### config.mk
export PLATFORM = sky130hd
export DESIGN_NAME = copper_fetch
export DESIGN_NICKNAME = d
export VERILOG_FILES = /design/src/rtl/copper_fetch.sv
export SDC_FILE = /design/constraint.sdc
export NUM_CORES = 1
export LEC_CHECK = 0
export ABC_AREA = 1
export CAP_MARGIN = 0
export CORE_UTILIZATION = 54
export DETAILED_ROUTE_END_ITERATION = 6
export HOLD_SLACK_MARGIN = 0.1
export PLACE_DENSITY_LB_ADDON = 0.15
export SYNTH_ARGS = -nofsm -noshare
export SYNTH_HDL_FRONTEND = slang
export SYNTH_SLANG_ARGS = --single-unit
### constraint.sdc
create_clock -name clk -period 6.03 [get_ports clk]
set_input_delay 0.603 -clock clk [delete_from_list [all_inputs] [get_ports clk]]
set_output_delay 0.603 -clock clk [all_outputs]
set_load 0.02 [all_outputs]
### src/rtl/copper_fetch.sv
// Copper instruction fetch: pairs even/odd memory halves into 32-bit words behind a 2-entry prefetch buffer.
// Optional starvation counter on stall_count_o is built when COPPER_FETCH_STATS_EN is defined.
module copper_fetch #(
   parameter int AWIDTH = 10
) (
   input  logic              clk,
   input  logic              reset_n_i,
   input  logic              en_i,
   input  logic              restart_i,
   input  logic              jump_i,
   input  logic [AWIDTH-1:0] jump_addr_i,
   output logic              mem_rd_en_o,
   output logic [AWIDTH-1:0] mem_rd_addr_o,
   input  logic [15:0]       even_data_i,
   input  logic [15:0]       odd_data_i,
   output logic              instr_valid_o,
   output logic [31:0]       instr_o,
   output logic [AWIDTH-1:0] instr_pc_o,
   input  logic              instr_ready_i,
   output logic [15:0]       stall_count_o
);

   logic [AWIDTH-1:0] pc;
   logic [1:0]        count;
   logic              inflight;
   logic [31:0]       head_instr;
   logic [31:0]       tail_instr;
   logic [AWIDTH-1:0] head_pc;
   logic [AWIDTH-1:0] tail_pc;

   logic              pop;
   logic              flush;
   logic              issue;
   logic [2:0]        occ_after_pop;
   logic [31:0]       fetched_instr;
   logic [AWIDTH-1:0] fetched_pc;

   assign instr_valid_o = (count != 2'd0);
   assign instr_o       = head_instr;
   assign instr_pc_o    = head_pc;

   assign pop           = instr_valid_o & instr_ready_i;
   assign flush         = restart_i | jump_i;
   assign occ_after_pop = {1'b0, count} + {2'b00, inflight} - {2'b00, pop};
   assign issue         = en_i & ~flush & (occ_after_pop < 3'd2);

   // Gated by reset so the memories see no read while the block is held in reset.
   assign mem_rd_en_o   = issue & reset_n_i;
   assign mem_rd_addr_o = pc;

   // pc advanced exactly once since the in-flight read, and any flush drops that read.
   assign fetched_instr = {even_data_i, odd_data_i};
   assign fetched_pc    = pc - 1'b1;

   always_ff @(posedge clk or negedge reset_n_i) begin
      if (!reset_n_i) begin
         pc         <= '0;
         count      <= 2'd0;
         inflight   <= 1'b0;
         head_instr <= '0;
         tail_instr <= '0;
         head_pc    <= '0;
         tail_pc    <= '0;
      end else if (flush) begin
         pc       <= restart_i ? '0 : jump_addr_i;
         count    <= 2'd0;
         inflight <= 1'b0;
      end else begin
         inflight <= issue;
         if (issue) begin
            pc <= pc + 1'b1;
         end
         case ({inflight, pop})
            2'b10: begin
               assert (count != 2'd2);
               if (count == 2'd0) begin
                  head_instr <= fetched_instr;
                  head_pc    <= fetched_pc;
               end else begin
                  tail_instr <= fetched_instr;
                  tail_pc    <= fetched_pc;
               end
               count <= count + 1'b1;
            end
            2'b01: begin
               head_instr <= tail_instr;
               head_pc    <= tail_pc;
               count      <= count - 1'b1;
            end
            2'b11: begin
               if (count == 2'd1) begin
                  head_instr <= fetched_instr;
                  head_pc    <= fetched_pc;
               end else begin
                  head_instr <= tail_instr;
                  head_pc    <= tail_pc;
                  tail_instr <= fetched_instr;
                  tail_pc    <= fetched_pc;
               end
            end
            default: begin
            end
         endcase
      end
   end

`ifdef COPPER_FETCH_STATS_EN
   logic [15:0] stall_count;

   // Counts cycles the execute unit wanted an instruction but none was ready; jumps keep the tally.
   always_ff @(posedge clk or negedge reset_n_i) begin
      if (!reset_n_i) begin
         stall_count <= 16'd0;
      end else if (restart_i) begin
         stall_count <= 16'd0;
      end else if (en_i && instr_ready_i && !instr_valid_o && (stall_count != 16'hFFFF)) begin
         stall_count <= stall_count + 16'd1;
      end
   end

   assign stall_count_o = stall_count;
`else
   assign stall_count_o = 16'd0;
`endif

endmodule

==> results of run 1 <==
==> registers in the layout, summed over array words and instances (netlist names) <==
signal and cells:
inflight 1, instr_pc_o 10, tail_pc 10, instr_o 32, tail_instr 32, count 2
mem_rd_addr_o 10
==> layout make-up <==
cell class              count  area (um^2)  share of cell area
clock buffers              11          151              0.0254
clock inverters             5         60.1              0.0101
inverters                  38          143              0.0239
multi-input cells         444         2000               0.336
flip-flops and latches     97         2430               0.407
well taps                 105          131              0.0220
repair buffers            106         1050               0.175
==> cell usage after synthesis <==
cell / n
o21ai_2: 2
fa_1: 1
a21oi_1: 88
buf_6: 1
dfrtp_1: 97
conb_1: 1
or2_2: 2
o21ai_1: 8
clkbuf_1: 4
nand2_1: 201
clkinv_1: 1
nor3_1: 1
nand4_1: 2
inv_1: 33
nand3_1: 21
nor2_2: 1
buf_4: 21
buf_2: 18
a31oi_1: 2
nand2_2: 1
o21ai_0: 15
nor2_4: 4
ha_1: 8
inv_2: 4
nor2_1: 66
o22ai_1: 1
xor2_1: 4
==> per-layer routing <==
metal,global-route usage,share of wire,vias up
met1,0.362,0.42,2097
met5,0,0,-
met3,0.0632,0.072,10
met4,0.0659,0.0077,0
met2,0.452,0.50,156
li1,-,-,2076
==> cells by family after synthesis <==
family / after synthesis
AO/OA/AOI/OAI: 116
other: 1
adder cells (fa/ha/maj): 9
AND/OR/NAND/NOR: 299
XOR/XNOR: 4
flip-flops: 97
buffers and inverters: 82
==> how the worst min path moves through the flow <==
stage	from	end	slack, ns	depth (start not counted)
3_5_place_dp	tail_pc[3]	tail_pc[3]	0.46	2
4_1_cts	reset_n_i	inflight	0.22	1
6_report	reset_n_i	inflight	0.20	1
3_3_place_gp	tail_instr[22]	tail_instr[22]	0.45	2
2_1_floorplan	reset_n_i	count[0]	0.31	0
5_1_grt	reset_n_i	inflight	0.23	1
==> worst register-to-register path, delay by kind of cell (launching register included) <==
kind,cells,cell delay (ns)
buffers and inverters,4,0.46
and+or+nand+nor,7,0.91
AOI/OAI and AO/OA,1,0.12
adders and majority gates,3,0.84
DFF,1,0.41
==> power breakdown <==
part	leakage, nW	switching, mW	total, mW	internal, mW
Clock	0.106	0.227	0.444	0.217
Sequential	1.18	0.137	1.01	0.870
Combinational	1.52	0.429	0.787	0.358
Total	2.81	0.794	2.24	1.44
==> impl.org, run 1 <==
** Clock tree
- After clock tree synthesis, the clock-pin slew on the worst setup and hold paths is 0.09 ns.
- In this run, CTS created clock tree buffers numbering 9.
- TritonCTS built the clock tree.
- Number of levels the H-tree was split into :: 3
- Counting along the longest clock path gives a buffer depth of 2.
- Clock net sink count :: 97
- Post-CTS timing repair inserted 0 buffers for setup.
- Number of gates resized after CTS :: 0
- Clock latency on the worst-skew pair :: 0.36 ns
- The tree is rooted in a clkbuf_8.
- For this design, the CTS-stage hold fixing added 0 buffers.

** Floorplanning
- Die area :: 0.00925 mm^2
- Pin placement for this block handled 118 I/O pins.
- After floorplanning, the core was divided into 33 placement rows.
- The die is 96.2 um wide.
- Core Area :: 0.00838 mm^2
- Floorplan die height :: 96.2 um
- For this configuration, the core starts out at a cell density of 0.571.

** Critical path
- Reg-to-reg setup timing slack :: 3.20 ns
- Maximum net fanout on the critical path :: 5
- On the worst path, the slowest cell contributes a delay of 0.60 ns.
- For the worst setup path, the data required time is 5.43 ns.
- Critical Path Most Common Cell :: inv_1
- Critical path launch point type :: flip-flop
- Critical-path top delay cell :: clkdlybuf4s50_1
- Number of cell instances on the worst register-to-register path :: 15
- First element of the critical path :: count[1]
- Cells traversed along the worst timing path :: inv_1 > ha_1 > inv_2 > nand2_2 > inv_1 > ha_1 > or2_2 > fa_1 > nand2_1 > nand3_1 > nor2_4 > inv_1 > nor2_1 > clkdlybuf4s50_1
- In this run the critical register-to-register path is launched from count[1].
- Cell count along the critical path :: 14
- Endpoint class of the critical path :: output pin
- Largest delay share family, worst path :: buffers and inverters
- At the worst endpoint, the arrival time is 3.42 ns.
- Capturing element of the worst setup path :: mem_rd_en_o
- Together, buffers and inverters on the worst path number 5.
- In this run the critical register-to-register path is captured at mem_rd_addr_o[6].
- Class of the most critical setup path :: reg2out

** Timing
- Final clock period utilization by the worst path :: 0.667
- Final-report hold violation count :: 0
- The final count of pins violating max slew is 0.
- Final setup viols :: 0
- On the final layout, the worst hold slack is 0.201 ns.
- Based on the critical path, the design can be clocked at up to 0.249 GHz.
- Setup repair after global routing left no endpoint under its margin.
- For the final database, setup skew stands at 0.0109 ns.
- Final WS setup :: 2.01 ns
- The worst path needs 4.02 ns of the cycle, external delays included.
- Headroom to the max-slew limit came out at 0.457.
- Adding up every negative setup slack in the final design gives 0 ns.
- Least-Margin Pin Slew :: 0.813 ns

** Finish
- For this run, the number of standard cells in the final layout without fillers is 806.
- The library cell used most frequently in the layout, excluding fill and tap cells, is nand2_1.
- The layout has 668 filler cells.
- The library cells used most frequently in the layout, excluding fill and tap cells, are 201 x nand2_1, 100 x clkdlybuf4s50_1, 97 x dfrtp_1, 88 x a21oi_1, 66 x nor2_1.
- Of the cells placed in the final design, the portion with a size suffix greater than 1 is 0.0514.
- At the end of the flow, the number of nets in the layout was 753.
- At the end of the flow the core is filled with cells to 0.711.
- Final non-filler cell area :: 0.00596 mm^2
- The number of antenna diodes in the final layout is 0.
- Relative to the synthesized area, the layout overhead comes to 24.5%.

** Global route
- The number of antenna violations at the first check in global routing was 0.
- Global-route wire length before repair :: 19,200 um
- Pin count of the biggest net entering global routing :: 59
- For this run, the total global-route usage over all layers was measured as 0.273.
- For this run the aggregate overflow at the end of global routing stands at 0.
- The via count of the first global-routing pass is 4,099.

** Power and ir drop
- In this run the power density over the cells is 375 mW/mm^2.
- The analysis attributes to cell leakage a power of 2.81 nW.
- IR analysis of the VDD net gives a maximum drop of 0.286 mV.
- Summing internal, switching and leakage power gives 2.24 mW.

** Drt
- Per-cell via count in the routed design :: 5.38
- Final wirelength :: 11,800 um
- Residual antenna-violating net count after detailed routing :: 0
- Total number of vias :: 4,339
- In the final routed layout, each cell accounts on average for 14.7 um.
- The first detailed-routing pass ran for 5 iterations.
- For this run, design rule violations remaining after detail routing come to 0.
- Count of routing violations after the opening detailed-route iteration :: 276

** Yosys
- Combinational family with the most area after synthesis :: simple AND/OR/NAND/NOR gates
- After technology mapping, the gate count stands at 608.
- The netlist uses 27 different library cells.
- Simple-Gate Fraction of Synth Area :: 0.249
- After synthesis, the mean cell area works out to 7.88 um^2.
- Of the synthesized area, sequential elements account for 0.507.
- Adder and majority gate portion of the synthesized area :: 0.0251
- Post-synth top area cell :: dfrtp_1
- Multiplexer share of the synthesized area :: 0
- Of the post-synthesis cell area, the dominant cell type holds 0.507.
- Top area cells in the synthesized netlist :: dfrtp_1 51%, nand2_1 16%, a21oi_1 9.2%
- Yosys warning total :: 0
- FF+latch count, synth :: 97
- Synth Area in Compound Gates :: 0.124
- Xor and xnor fraction of the mapped netlist area :: 0.00731
- Post-synth design cell area :: 0.00479 mm^2

** Run
- The tool flagged a number of max-cap violations equal to 0.

** Place
- At the end of routability-driven placement, the weighted congestion stood at 0.860.
- Detailed placement finished with a half-perimeter wire length of 7580 um.
- After detailed placement, the total cell area comes to 0.00575 mm^2.
- Input/output buffers :: 101
- Dpl cells :: 790
- Worst slack at placement :: 2.08 ns

** Min path
- Worst Hold Class :: in2async

** Outcome
- The run finished with clean final reports.
No activity file was read; power rests on OpenSTA's default activity.
==> run 2: changes to the inputs <==
--- a/config.mk
+++ b/config.mk
@@ -7,7 +7,7 @@
 export LEC_CHECK = 0
 export ABC_AREA = 1
 export CAP_MARGIN = 0
-export CORE_UTILIZATION = 54
+export CORE_UTILIZATION = 50
 export DETAILED_ROUTE_END_ITERATION = 6
 export HOLD_SLACK_MARGIN = 0.1
 export PLACE_DENSITY_LB_ADDON = 0.15
==> constraint.sdc (replaced) <==
create_clock -name clk -period 3.84 [get_ports clk]
set_input_delay 0.384 -clock clk [delete_from_list [all_inputs] [get_ports clk]]
set_output_delay 0.384 -clock clk [all_outputs]
set_load 0.02 [all_outputs]
==> impl.org, run 2 (synthesis gave the netlist of run 1 again) <==
** Critical path
- The most numerous cell type found on the critical path is inv_1.
- Number of cell instances on the worst register-to-register path :: 14 (-1)
- The signal on the critical path passes through inv_1 > ha_1 > inv_2 > nand2_2 > inv_1 > ha_1 > or2_2 > fa_1 > nand3_1 > nor2_4 > inv_1 > nor2_1 > dlymetal6s2s_1.
- The setup path with the least slack is of type reg2out.
- The data arrival at the endpoint of the critical path was 3.01 ns (-0.41 ns).
- WP data required :: 3.46 ns (-1.97 ns)
- The largest fanout on the critical path came to 5 (unchanged).
- The largest individual stage delay along the critical path comes from the cell fa_1.
- Critical path launch point type :: flip-flop
- STA classifies the critical path endpoint as an output pin.
- The delay of the slowest cell on the worst path is 0.50 ns (-0.10 ns).

** Floorplanning
- The die width is 99.9 um (+3.8%).
- Die area :: 0.00998 mm^2 (+7.8%)
- The core area is 0.00924 mm^2 (+10%).
- The starting density of the core came to 0.518 (-0.0531).
- The die height came to 99.9 um (+3.8%).
- Top Ports :: 118 (unchanged)
- Std cell rows :: 35 (+6.1%)

** Min path
- Min-Delay Path Depth :: 2
- The path class of the tightest hold or removal check is reg2reg.

** Finish
- Final net count :: 755 (+0.27%)
- Highest-count cells in the layout ignoring fill and taps :: 201 x nand2_1, 99 x clkdlybuf4s50_1, 97 x dfrtp_1, 88 x a21oi_1, 66 x nor2_1
- Non-filler cells in the finished layout :: 832 (+3.2%)
- N_diodes :: 0 (unchanged)
- Utilization after layout :: 0.655 (-0.0564)
- Most common library cell in the layout ignoring fill and taps :: nand2_1
- Final non-filler cell area :: 0.00605 mm^2 (+1.5%)
- Share of layout cells above drive strength 1 :: 0.0526 (+0.00128)
- Compared with the post-synthesis result, the final layout area differs by 26.3%.

** Drt
- Final wirelength :: 11,300 um (-4.2%)
- Post-detailed-route wirelength per cell :: 13.6 um (-7.2%)
- Total number of vias :: 4,227 (-2.6%)
- The number of design-rule violations left by the first detailed-router iteration came to 185 (-33%).
- Detailed-router iteration count before antenna repair :: 4 (-1)
- DRC violation count after routing :: 0 (unchanged)
- The post-detailed-route count of antenna-violating nets was 0 (unchanged).
- Per-cell via count in the routed design :: 5.08 (-5.6%)

** Clock tree
- Clock transition at the registers of the reported paths :: 0.10 ns (about the same)
- The number of clock sinks came to 97 (unchanged).
- The clock insertion delay at the later pin of the skew report was 0.36 ns (about the same).
- The number of buffers inserted by post-CTS setup repair is 0 (unchanged).
- Number of levels the H-tree was split into :: 3 (unchanged)
- TritonCTS clock tree :: done
- Total clock buffers created by CTS :: 9 (unchanged)
- The maximum buffer depth of the clock tree was 2 (unchanged).
- Clk Tree Root Cell :: clkbuf_8

** Global route
- Global-route wire length before repair :: 19,100 um (-0.50%)
- The remaining global-route overflow was 0 (unchanged).
- The via count of the first global-routing pass is 4,121 (+0.54%).
- The global-route usage over all layers came to 0.241 (-0.0318).
- The number of antenna violations at the first check in global routing was 0 (unchanged).
- Pin count of the biggest net entering global routing :: 65 (+10%)

** Power and ir drop
- Power density of the placed cells :: 598 mW/mm^2 (+59%)
- The leakage component of the power was 2.86 nW (+1.7%).
- The power after layout is 3.62 mW (+62%).
- The largest vdd supply drop was 0.268 mV (-6.4%).

** Outcome
- The run finished with clean final reports.

** Timing
- Headroom to the max-slew limit :: 0.460 (+0.00287)
- The count of endpoints failing hold in the final timing report came to 0 (unchanged).
- Final WS setup :: 0.442 ns (-1.57 ns)
- Worst hold margin :: 0.481 ns (+0.280 ns)
- For this run, the top clock speed supported by timing is 0.294 GHz.
- The total negative slack for setup checks is 0 ns (unchanged).
- Least-Margin Pin Slew :: 0.810 ns (-0.00312 ns)
- The final count of pins violating max slew came to 0 (unchanged).
- The final-report setup violation count was 0 (unchanged).
- Dividing the final minimum period by the clock period gives 0.885.
- The worst-case clock skew was 0.0139 ns (+0.00296 ns).
- Counting I/O delays and the setup requirement, the final critical path takes 3.40 ns.
- Setup repair after global routing left no endpoint under its margin.

** Place
- Input/output buffers :: 101 (unchanged)
- HPWL after detailed placement :: 7500 um (-1.1%)
- Dpl cells :: 815 (+3.2%)
- Final Wtd Congestion :: 0.825 (-4.1%)
- The cell area after placement was 0.00579 mm^2 (+0.65%).
- The worst slack after detailed placement was 0.368 ns (-1.72 ns).

** Run
- Count of maximum capacitance violations :: 0 (unchanged)
run 2: cell count changes in the layout (fill, tap and decap cells not counted):
| cell | change |
|---|---|
| clkbuf_8 | -1 |
| clkinvlp_4 | -1 |
| bufinv_16 | +2 |
| clkdlybuf4s50_1 | -1 |
| dlygate4sd3_1 | +1 |
| dlymetal6s2s_1 | +1 |
| buf_4 | +1 |
run 2: critical path: cells and delay by family, from the launching register on:
family,cells,cell delay (ns)
flops,1,0.41
buf+inv,5,0.56
fa+ha+maj,3,0.95
simple gates,5,0.72
run 2: per-layer routing:
metal,vias up,global-route usage,wire length [um]
met3,11,0.0467,560
met2,120,0.407,5440
li1,2075,-,-
met1,2021,0.316,5210
met4,0,0.0679,129
met5,-,0,0
run 2: final cells by class:
cell class,count,area [um^2]
Clock buffer,10,138
Timing Repair Buffer,108,1070
Tap cell,129,161
Multi-Input combinational cell,444,2000
Clock inverter,6,113
Fill cell,832,3190
Sequential cell,97,2430
Inverter,38,143
run 2: what timing repair did:
item / in CTS / in global routing
hold buffers: 1 / 0
hold endpoints to repair: 33 / 0
endpoints found under the setup margin: 0 / 1
resized for setup: 0 / 1
run 2: report_power, final:
group          leakage (nW)  switching, mW  internal [mW]
Clock                 0.127          0.366          0.454
Combinational          1.55          0.664          0.563
Sequential             1.18          0.202           1.37
Total                  2.86           1.23           2.38
run 2: worst paths after layout:
check                          startpoint               end  slack [ns]
max                              count[1]       mem_rd_en_o        0.44
min                        tail_instr[19]    tail_instr[19]        0.48
max reg2reg                      count[1]  mem_rd_addr_o[8]        1.03
min reg2reg                tail_instr[19]    tail_instr[19]        0.48
max in group asynchronous       reset_n_i  mem_rd_addr_o[2]        2.17
min in group asynchronous       reset_n_i       instr_o[18]        0.49
==> run 3: changes to the inputs <==
--- a/config.mk
+++ b/config.mk
@@ -9,6 +9,7 @@
 export CAP_MARGIN = 0
 export CORE_UTILIZATION = 50
 export DETAILED_ROUTE_END_ITERATION = 6
+export GPL_ROUTABILITY_DRIVEN = 0
 export HOLD_SLACK_MARGIN = 0.1
 export PLACE_DENSITY_LB_ADDON = 0.15
 export SYNTH_ARGS = -nofsm -noshare
==> impl.org, run 3 (synthesis gave the netlist of run 1 again) <==
** Power and ir drop
- The cell-internal power was 2.30 mW (-3.5%).
- The largest vdd supply drop came to 0.220 mV (-18%).
- The power share of the sequential group is 0.442 (+0.008).
- Sum of internal, switching and leakage power :: 3.53 mW (-2.2%)
- The switching power was 1.23 mW (+0.15%).
- Clk pwr share :: 0.210 (-0.017)
- The net switching share of the total power came to 0.349 (+0.00831).
- The leakage component of the power was 2.82 nW (-1.2%).
- The combinational cell fraction of total power came to 0.348 (+0.009).
- Power density of the placed cells :: 588 mW/mm^2 (-1.6%)

** Clock tree
- Clock net sink count :: 97 (unchanged)
- The tree is rooted in a clkbuf_8.
- TritonCTS built the clock tree.
- Maximum clock path buffer count :: 2 (unchanged)
- Number of levels the H-tree was split into :: 3 (unchanged)
- Clock latency on the worst-skew pair :: 0.36 ns (about the same)
- Number of buffers inserted to repair setup after CTS :: 0 (unchanged)
- The CTS clock-pin slew for the worst setup and hold paths is 0.09 ns (about the same).
- Total clock buffers created by CTS :: 9 (unchanged)

** Floorplanning
- The count of standard-cell rows came to 35 (unchanged).
- The starting density of the core is 0.518 (unchanged).
- The die width was 99.9 um (unchanged).
- The area of the die is 0.00998 mm^2 (unchanged).
- Floorplan die height :: 99.9 um (unchanged)
- Core Area :: 0.00924 mm^2 (unchanged)
- Top Ports :: 118 (unchanged)

** Global route
- Number of antenna violations at the first check in global routing :: 0 (unchanged)
- The global-route usage over all layers came to 0.246 (+0.00510).
- Peak-usage layer in the global routing report :: met2
- Global-route wire length before repair :: 19,600 um (+2.5%)
- Number of global-route vias before repair :: 4,158 (+0.90%)
- Remaining Overflow, GRT :: 0 (unchanged)
- The global-route track usage on met1 was 0.328 (+0.0118).
- Met2 track demand over resource :: 0.421 (+0.0133)
- The largest net degree at the start of global routing is 57 (-12%).
- Met3 demand-to-capacity share in global routing :: 0.0306 (-0.0160)

** Min path
- The tightest min-delay check is of the reg2reg type.
- In this run the most critical hold path is launched from tail_instr[24].

** Outcome
- The run finished with clean final reports.

** Place
- The count of port buffers added during placement was 101 (unchanged).
- Dpl cells :: 814 (-0.12%)
- The detailed-placement wirelength estimate was 7320 um (-2.4%).

** Drt
- Post-detailed-route wirelength per cell :: 13.7 um (+0.41%)
- Count of routing violations after the opening detailed-route iteration :: 198 (+7.0%)
- The total wirelength of the detailed-routed design is 11,400 um (+0.29%).
- The post-detailed-route count of antenna-violating nets came to 0 (unchanged).
- The total via count after detailed routing is 4,249 (+0.52%).
- DRC violation count after routing :: 0 (unchanged)
- The detailed-router iteration count before antenna repair was 4 (unchanged).
- The per-cell via count in the routed design is 5.11 (+0.64%).

** Critical path
- Maximum net fanout on the critical path :: 5 (unchanged)
- In this run the worst setup path begins at count[1].
- Class of the most critical setup path :: reg2out
- The required time at the endpoint of the critical path was 3.46 ns (about the same).
- STA classifies the critical path endpoint as an output pin.
- The worst register-to-register path begins at count[1].
- The cell that appears most often on the critical path is inv_1.
- The largest individual stage delay along the critical path comes from the cell fa_1.
- The data arrival at the endpoint of the critical path came to 3.18 ns (+0.17 ns).
- STA classifies the critical path startpoint as a flip-flop.
- Slowest stage delay, CP :: 0.49 ns (about the same)
- Cells traversed along the worst timing path :: inv_1 > ha_1 > inv_2 > nand2_2 > inv_1 > ha_1 > or2_2 > fa_1 > nand3_1 > nor2_4 > inv_1 > nor2_1 > dlygate4sd2_1

** Finish
- The layout cell share with drive strength beyond 1 was 0.0513 (-0.00135).
- Most common library cell in the layout ignoring fill and taps :: nand2_1
- The number of nets in the finished design was 754 (-0.13%).
- The final standard cell count with taps included and fillers excluded is 831 (-0.12%).
- The number of inserted diodes came to 0 (unchanged).
- Area growth from synthesis to layout :: 25.5%
- Utilization after layout :: 0.651 (-0.00420)
- Total of fill cells in the finished design :: 792 (-4.8%)
- The top cell types in the final layout, fill and taps aside, are 201 x nand2_1, 99 x clkdlybuf4s50_1, 97 x dfrtp_1, 88 x a21oi_1, 66 x nor2_1.

** Timing
- The final count of pins violating max slew is 0 (unchanged).
- The total negative slack for setup checks was 0 ns (unchanged).
- Minimum clock period :: 3.57 ns (+0.170 ns)
- The headroom to the max-slew limit was 0.466 (+0.00579).
- Largest clock skew in the final design :: 0.0126 ns (-0.00131 ns)
- The post-route fraction of the period consumed by the critical path was 0.929 (+0.0444).
- Final setup viols :: 0 (unchanged)
- Worst hold margin :: 0.479 ns (-0.00201 ns)
- The highest achievable clock rate was 0.280 GHz (-4.8%).
- Unrepaired setup endpoints after global routing :: no
- The count of endpoints failing hold in the final timing report was 0 (unchanged).
- Least-Margin Pin Slew :: 0.800 ns (-0.00985 ns)

** Run
- Count of maximum capacitance violations :: 0 (unchanged)
run 3: cell count changes in the layout (fill, tap and decap cells not counted):
cell | before | now
dlygate4sd2_1 | 0 | 1
bufinv_16 | 3 | 2
inv_6 | 2 | 3
clkbuf_8 | 10 | 9
buf_4 | 7 | 6
dlymetal6s2s_1 | 1 | 0
clkinvlp_4 | 0 | 1
run 3: repair_timing:
item                                   CTS  global route
setup endpoints to repair                1             0
hold buffers                             1             0
resized for setup                        1             0
endpoints found under the hold margin   41             0
run 3: power by group through the flow:
stage          combinational, mW  clock, mW  sequential [mW]
2_1_floorplan              0.449          0             1.79
3_3_place_gp                1.21          0             1.57
3_5_place_dp                1.24          0             1.58
4_1_cts                     1.24      0.759             1.56
5_1_grt                     1.36      0.801             1.61
6_report                    1.23      0.743             1.56
run 3: cell type report:
type	instances	area, um^2	share of cell area
tap	129	161	0.0269
multi-input combinational	444	2000	0.333
clock buffer	9	124	0.0206
clock inverter	7	98.8	0.0164
sequential	97	2430	0.404
inverter	38	143	0.0237
timing repair buffer	107	1050	0.175
run 3: final timing paths:
check | slack, ns | end | cells past startpoint
setup / recovery | 0.27 | mem_rd_en_o | 13
hold / removal | 0.48 | tail_instr[24] | 2
setup reg to reg | 0.97 | mem_rd_addr_o[9] | 14
hold reg to reg | 0.48 | tail_instr[24] | 2
max in group asynchronous | 2.17 | tail_instr[7] | 3
min in group asynchronous | 0.54 | instr_o[18] | 2
run 3: layer usage:
layer | part of all wire | wire length, um | vias to the layer above
met1 | 0.44 | 5060 | 2036
met5 | 0 | 0 | -
li1 | - | - | 2071
met4 | 0.011 | 124 | 0
met3 | 0.046 | 520 | 9
met2 | 0.50 | 5670 | 133
run 3: stage by stage:
stage | setup WS [ns] | instance area [um^2]
final | 0.272 | 6010
after global routing | 0.0294 | 6010
after CTS | 0.250 | 6010
after detailed placement | 0.348 | 5780
after global placement | 0.406 | 5780
after floorplan | 0.945 | 4850
run 3: critical path, delay by kind of cell, from the launching register on:
| kind | cells | cell delay (ns) |
|---|---|---|
| buf+inv | 5 | 0.70 |
| flops | 1 | 0.41 |
| fa+ha+maj | 3 | 0.96 |
| simple gates | 5 | 0.75 |
